[src/rtl/ins_fetch.sv]
// Instruction fetch stage: fetch PC, in-order request/response tracking, a small
// buffer feeding decode, and redirect handling that drops stale in-flight responses.
module ins_fetch #(
    parameter logic [31:0] RESET_PC   = 32'h0000_0000,
    parameter int          FIFO_DEPTH = 2
) (
    input  logic        clk,
    input  logic        rst_n,
    output logic        imem_req,
    output logic [31:0] imem_addr,
    input  logic        imem_gnt,
    input  logic        imem_rvalid,
    input  logic [31:0] imem_rdata,
    input  logic        redirect_valid,
    input  logic [31:0] redirect_pc,
    output logic        ir_valid,
    input  logic        ir_ready,
    output logic [31:0] IR,
    output logic [31:0] ir_pc
);

    localparam int PW = $clog2(FIFO_DEPTH);
    localparam int CW = PW + 1;
    localparam logic [CW:0] DEPTH_W = (CW+1)'(FIFO_DEPTH);

    typedef enum logic [1:0] {
        BOOT  = 2'd0,
        RUN   = 2'd1,
        FLUSH = 2'd2
    } state_t;

    state_t          state_q, state_d;
    logic [31:0]     fpc_q, fpc_d;
    logic [31:0]     rsp_pc_q, rsp_pc_d;
    logic [CW-1:0]   count_q, count_d;
    logic [CW-1:0]   outstanding_q, outstanding_d;
    logic [CW-1:0]   discard_q, discard_d;
    logic [PW-1:0]   head_q, head_d;
    logic [PW-1:0]   tail_q, tail_d;
    logic [31:0]     buf_data_q [FIFO_DEPTH];
    logic [31:0]     buf_data_d [FIFO_DEPTH];
    logic [31:0]     buf_pc_q   [FIFO_DEPTH];
    logic [31:0]     buf_pc_d   [FIFO_DEPTH];
    logic [31:0]     ir_q, ir_d;
    logic [31:0]     ir_pc_q, ir_pc_d;

    logic [CW:0]     occ_s;
    logic            gnt_s;
    logic            rsp_s;
    logic            push_s;
    logic            pop_s;
    logic [31:0]     rpc_s;

    assign occ_s     = {1'b0, count_q} + {1'b0, outstanding_q};
    assign imem_req  = (state_q != BOOT) && !redirect_valid && (occ_s < DEPTH_W);
    assign imem_addr = fpc_q;
    assign gnt_s     = imem_req && imem_gnt;
    // A response with nothing outstanding is ignored so the counter cannot wrap.
    assign rsp_s     = imem_rvalid && (outstanding_q != {CW{1'b0}});
    assign rpc_s     = redirect_pc & 32'hFFFF_FFFC;
    assign ir_valid  = (count_q != {CW{1'b0}});
    assign IR        = ir_q;
    assign ir_pc     = ir_pc_q;

    // Next-state: counters, buffer, PCs, FSM and the registered decode-facing head.
    always_comb begin
        state_d       = state_q;
        fpc_d         = fpc_q;
        rsp_pc_d      = rsp_pc_q;
        count_d       = count_q;
        outstanding_d = outstanding_q;
        discard_d     = discard_q;
        head_d        = head_q;
        tail_d        = tail_q;
        buf_data_d    = buf_data_q;
        buf_pc_d      = buf_pc_q;
        push_s        = 1'b0;
        pop_s         = 1'b0;

        if (redirect_valid) begin
            fpc_d         = rpc_s;
            rsp_pc_d      = rpc_s;
            count_d       = {CW{1'b0}};
            head_d        = {PW{1'b0}};
            tail_d        = {PW{1'b0}};
            outstanding_d = outstanding_q - {{PW{1'b0}}, rsp_s};
            discard_d     = outstanding_q - {{PW{1'b0}}, rsp_s};
        end else begin
            if (gnt_s) begin
                fpc_d = fpc_q + 32'd4;
            end else begin
                fpc_d = fpc_q;
            end
            outstanding_d = outstanding_q + {{PW{1'b0}}, gnt_s} - {{PW{1'b0}}, rsp_s};
            if (rsp_s && (discard_q != {CW{1'b0}})) begin
                discard_d = discard_q - {{PW{1'b0}}, 1'b1};
            end else begin
                push_s = rsp_s;
            end
            pop_s = ir_valid && ir_ready;
            if (push_s) begin
                buf_data_d[tail_q] = imem_rdata;
                buf_pc_d[tail_q]   = rsp_pc_q;
                tail_d             = tail_q + 1'b1;
                rsp_pc_d           = rsp_pc_q + 32'd4;
            end else begin
                tail_d = tail_q;
            end
            if (pop_s) begin
                head_d = head_q + 1'b1;
            end else begin
                head_d = head_q;
            end
            count_d = count_q + {{PW{1'b0}}, push_s} - {{PW{1'b0}}, pop_s};
        end

        case (state_q)
            BOOT:    state_d = RUN;
            RUN,
            FLUSH:   state_d = (discard_d != {CW{1'b0}}) ? FLUSH : RUN;
            default: state_d = BOOT;
        endcase

        ir_d    = buf_data_d[head_d];
        ir_pc_d = buf_pc_d[head_d];
    end

    // State, counter and buffer registers.
    always_ff @(posedge clk or negedge rst_n) begin
        if (!rst_n) begin
            state_q       <= BOOT;
            fpc_q         <= RESET_PC;
            rsp_pc_q      <= RESET_PC;
            count_q       <= {CW{1'b0}};
            outstanding_q <= {CW{1'b0}};
            discard_q     <= {CW{1'b0}};
            head_q        <= {PW{1'b0}};
            tail_q        <= {PW{1'b0}};
            ir_q          <= 32'h0000_0000;
            ir_pc_q       <= 32'h0000_0000;
            for (int i = 0; i < FIFO_DEPTH; i++) begin
                buf_data_q[i] <= 32'h0000_0000;
                buf_pc_q[i]   <= 32'h0000_0000;
            end
        end else begin
            state_q       <= state_d;
            fpc_q         <= fpc_d;
            rsp_pc_q      <= rsp_pc_d;
            count_q       <= count_d;
            outstanding_q <= outstanding_d;
            discard_q     <= discard_d;
            head_q        <= head_d;
            tail_q        <= tail_d;
            ir_q          <= ir_d;
            ir_pc_q       <= ir_pc_d;
            buf_data_q    <= buf_data_d;
            buf_pc_q      <= buf_pc_d;
        end
    end

endmodule

[config.mk]
export PLATFORM = sky130hd
export DESIGN_NAME = ins_fetch
export DESIGN_NICKNAME = d
export VERILOG_FILES = /design/src/rtl/ins_fetch.sv
export SDC_FILE = /design/constraint.sdc
export NUM_CORES = 1
export LEC_CHECK = 0
export CAP_MARGIN = 20
export CORE_ASPECT_RATIO = 0.7
export CORE_UTILIZATION = 50
export DETAILED_ROUTE_END_ITERATION = 7
export GPL_ROUTABILITY_DRIVEN = 0
export PLACE_DENSITY = 0.74
export SLEW_MARGIN = 20
export SYNTH_ARGS = -nofsm -noshare
export SYNTH_HDL_FRONTEND = slang
export SYNTH_SLANG_ARGS = --single-unit
[constraint.sdc]
create_clock -name clk -period 6 [get_ports clk]
set_input_delay 1.5 -clock clk [delete_from_list [all_inputs] [get_ports clk]]
set_output_delay 1.5 -clock clk [all_outputs]
set_load 0.005 [all_outputs]
==> metrics.cfg <==
[timing]
relSlewSlack=0.327
hold-worst-slack_ns=0.474
worstMarginPinSlew_ns=1.01
max_freq_mhz=228
final.setup.tns_ns=0
clock_skew_ns=0.0188
hold_viol_final=0
setup_viol=0
period_share=0.731
rsz0062_at_grt=no
number_of_max_slew_violations_in_the_final_report=0
fin_crit_ns=4.39

[die]
ioPinCount=168
die_area_mm2=0.0235
floorplan.rows=45
placeableCoreArea_mm2=0.0221
die-height_um=128
dieWidth_um=183
initial_core_utilization=0.518

[placed_design]
place.detailed.instances=1593
detailed_place_hpwl_mm=18.1
port-buffer-count=163

[detailed_routing]
finalWirelength_mm=28.0
initialDrtViolationCount=1085
route.detailed.wl_per_inst_um=17.1
vias=9027
drtAntennaViolNets=0
post-route-drc-count=0
drt-vias-per-instance=5.51
drtPass1Iterations=6

[synth]
dominantRegCellSynth=dfrtp_1
synthArstFlopShare=1.00
synthesis.instances=1178
post_synth_instance_area_mm2=0.0114
yosysUniqueCellTypes=44
postSynthRegisterBits=262
synth_largest_area_cell=dfrtp_1
syn_area_per_cell_um2=9.70
synthesis.yosys.warnings=0
synth_edf_count=0
ys_top_cells_by_area=dfrtp_1, o21ai_0, inv_1, nand2_1, a222oi_1
share_of_the_yosys_chip_area_belonging_to_registers=0.574
synth_top_cell_area_share=0.574

[cells_and_area]
count_of_placed_standard_cells_in_the_final_layout_fillers_left_out=1637
drive_above_1_share=0.0571
finish.net_count=1396
filler_cell_count=1793
layout.cells.most_common_list=dfrtp_1, inv_1, nand2_1, o21ai_0, clkdlybuf4s50_1
areaGrowthSynthToFinish_pct=23.6
layout.cells.most_common=dfrtp_1
final_util=0.640
antennaDiodeCount=0

[global_route]
grt_pass1_wl_mm=46.5
via_count_of_the_first_global_routing_pass=8702
grt_antenna_before_repair=0
grt_max_degree=110
gr-usage-all-layers=0.247
grt_overflow=0

[clock_network]
worst_setup_hold_path_clk_slew_ns=0.06
cts_sinks=262
clock_tree_buf_depth=3
cts_hold_buf=0
cts_repair_resize_count=0
cts.root.buffer_cell=clkbuf_16
cts-buffers-inserted=25
clk_latency_ns=0.52
post-cts-setup-buffer-count=0
cts_max_level=1
cts_tree=done

[setup_path]
worstPathRequired_ns=4.50
cp_cell_sequence=buf_2 > nor4_1 > clkdlybuf4s50_1
reg2reg_setup_slack_ns=2.28
worstSetupStartpointType=input port
crit_arrival_ns=2.89
crit_path_max_fanout=7
critical-path-slowest-cell=clkdlybuf4s50_1
slowest_delay_ns=0.62
timing.setup.critical_path_class=in2out
setup.worst_path.end_class=primary output

[pwr]
power_leakage_uw=0.00634
vdd.ir_drop.worst_mv=0.277
power.density_mw_per_mm2=440

[worst_hold_path]
hold_class=reg2reg

[run]
count_of_maximum_capacitance_violations=0

[status]
run_status=finished, final reports clean

[flip-flops by register name, indices dropped and copies added, names as in the netlist, 30 cells and up]
register    flops
ir_pc          32
rsp_pc_q       30
IR             32
buf_pc_q       64
imem_addr      30
buf_data_q     64
[cells in the mapped netlist (2+ instances only)]
cell	number
mux2_2	12
mux2i_1	2
nor3_1	6
a22oi_1	2
inv_1	202
dfrtp_1	262
and2_1	7
o21ai_0	166
o31ai_1	2
a21oi_1	16
nand2_1	177
nand4_1	18
buf_1	9
clkbuf_1	56
a31o_2	2
and4_1	6
a222oi_1	62
xor2_1	8
o311ai_0	8
or2_2	2
ha_1	10
nor2_1	21
nor4_1	13
nor2b_1	3
o21a_1	3
nand3_1	27
buf_4	2
o211ai_1	11
xnor2_1	34
a31oi_1	4
and3_1	8
or3_1	5
[per-stage QoR]
stage | worst slack [ns] | total power, µW | area [µm²]
floorplan | 2.58 | 3700 | 11400
global placement | 1.62 | 4600 | 13300
detailed placement | 1.58 | 4670 | 13300
CTS | 1.60 | 6240 | 14100
global route | 1.57 | 6620 | 14100
finish | 1.61 | 6210 | 14100
[area by class of cell]
class,instances,area (µm²),area share
flip-flops and latches,262,6560,0.464
multi-input cells,647,3890,0.275
repair buffers,176,1740,0.123
inverters,203,762,0.0539
clock buffers,40,752,0.0532
well taps,305,382,0.0270
clock inverters,4,45.0,0.00319
[layer usage]
metal,track usage,wire length [µm]
met4,0.0430,276
met1,0.380,13400
met2,0.377,12700
met5,0,0
met3,0.0340,1680
[path summary, 6_finish.rpt]
kind	from	to	depth (start not counted)
worst max-delay path	redirect_valid	imem_req	3
worst max register to register	outstanding_q[0]	outstanding_q[1]	12
max in group asynchronous	rst_n	count_q[0]	2
worst min register to register	buf_pc_q[0]	buf_pc_q[0]	1
worst min-delay path	buf_pc_q[0]	buf_pc_q[0]	1
min in group asynchronous	rst_n	IR[22]	1
[critical path: cells and delay by family]
family | cells | cell delay (ns)
buffers and inverters | 2 | 0.79
AND/OR/NAND/NOR | 1 | 0.59
[kinds of logic after synthesis]
group                      synth area share
and+or+nand+nor                       0.119
AOI/OAI and AO/OA                     0.159
buffers and inverters                0.0893
DFF                                   0.574
xor gates and xnor gates             0.0322
muxes                                0.0136
adders and majority gates            0.0127
other                              0.000328
[where the power goes]
group	total (µW)	internal, µW	switching, µW
Sequential	2710	2410	302
Combinational	1940	963	980
Clock	1560	897	659
No activity file was read; power rests on OpenSTA's default activity.
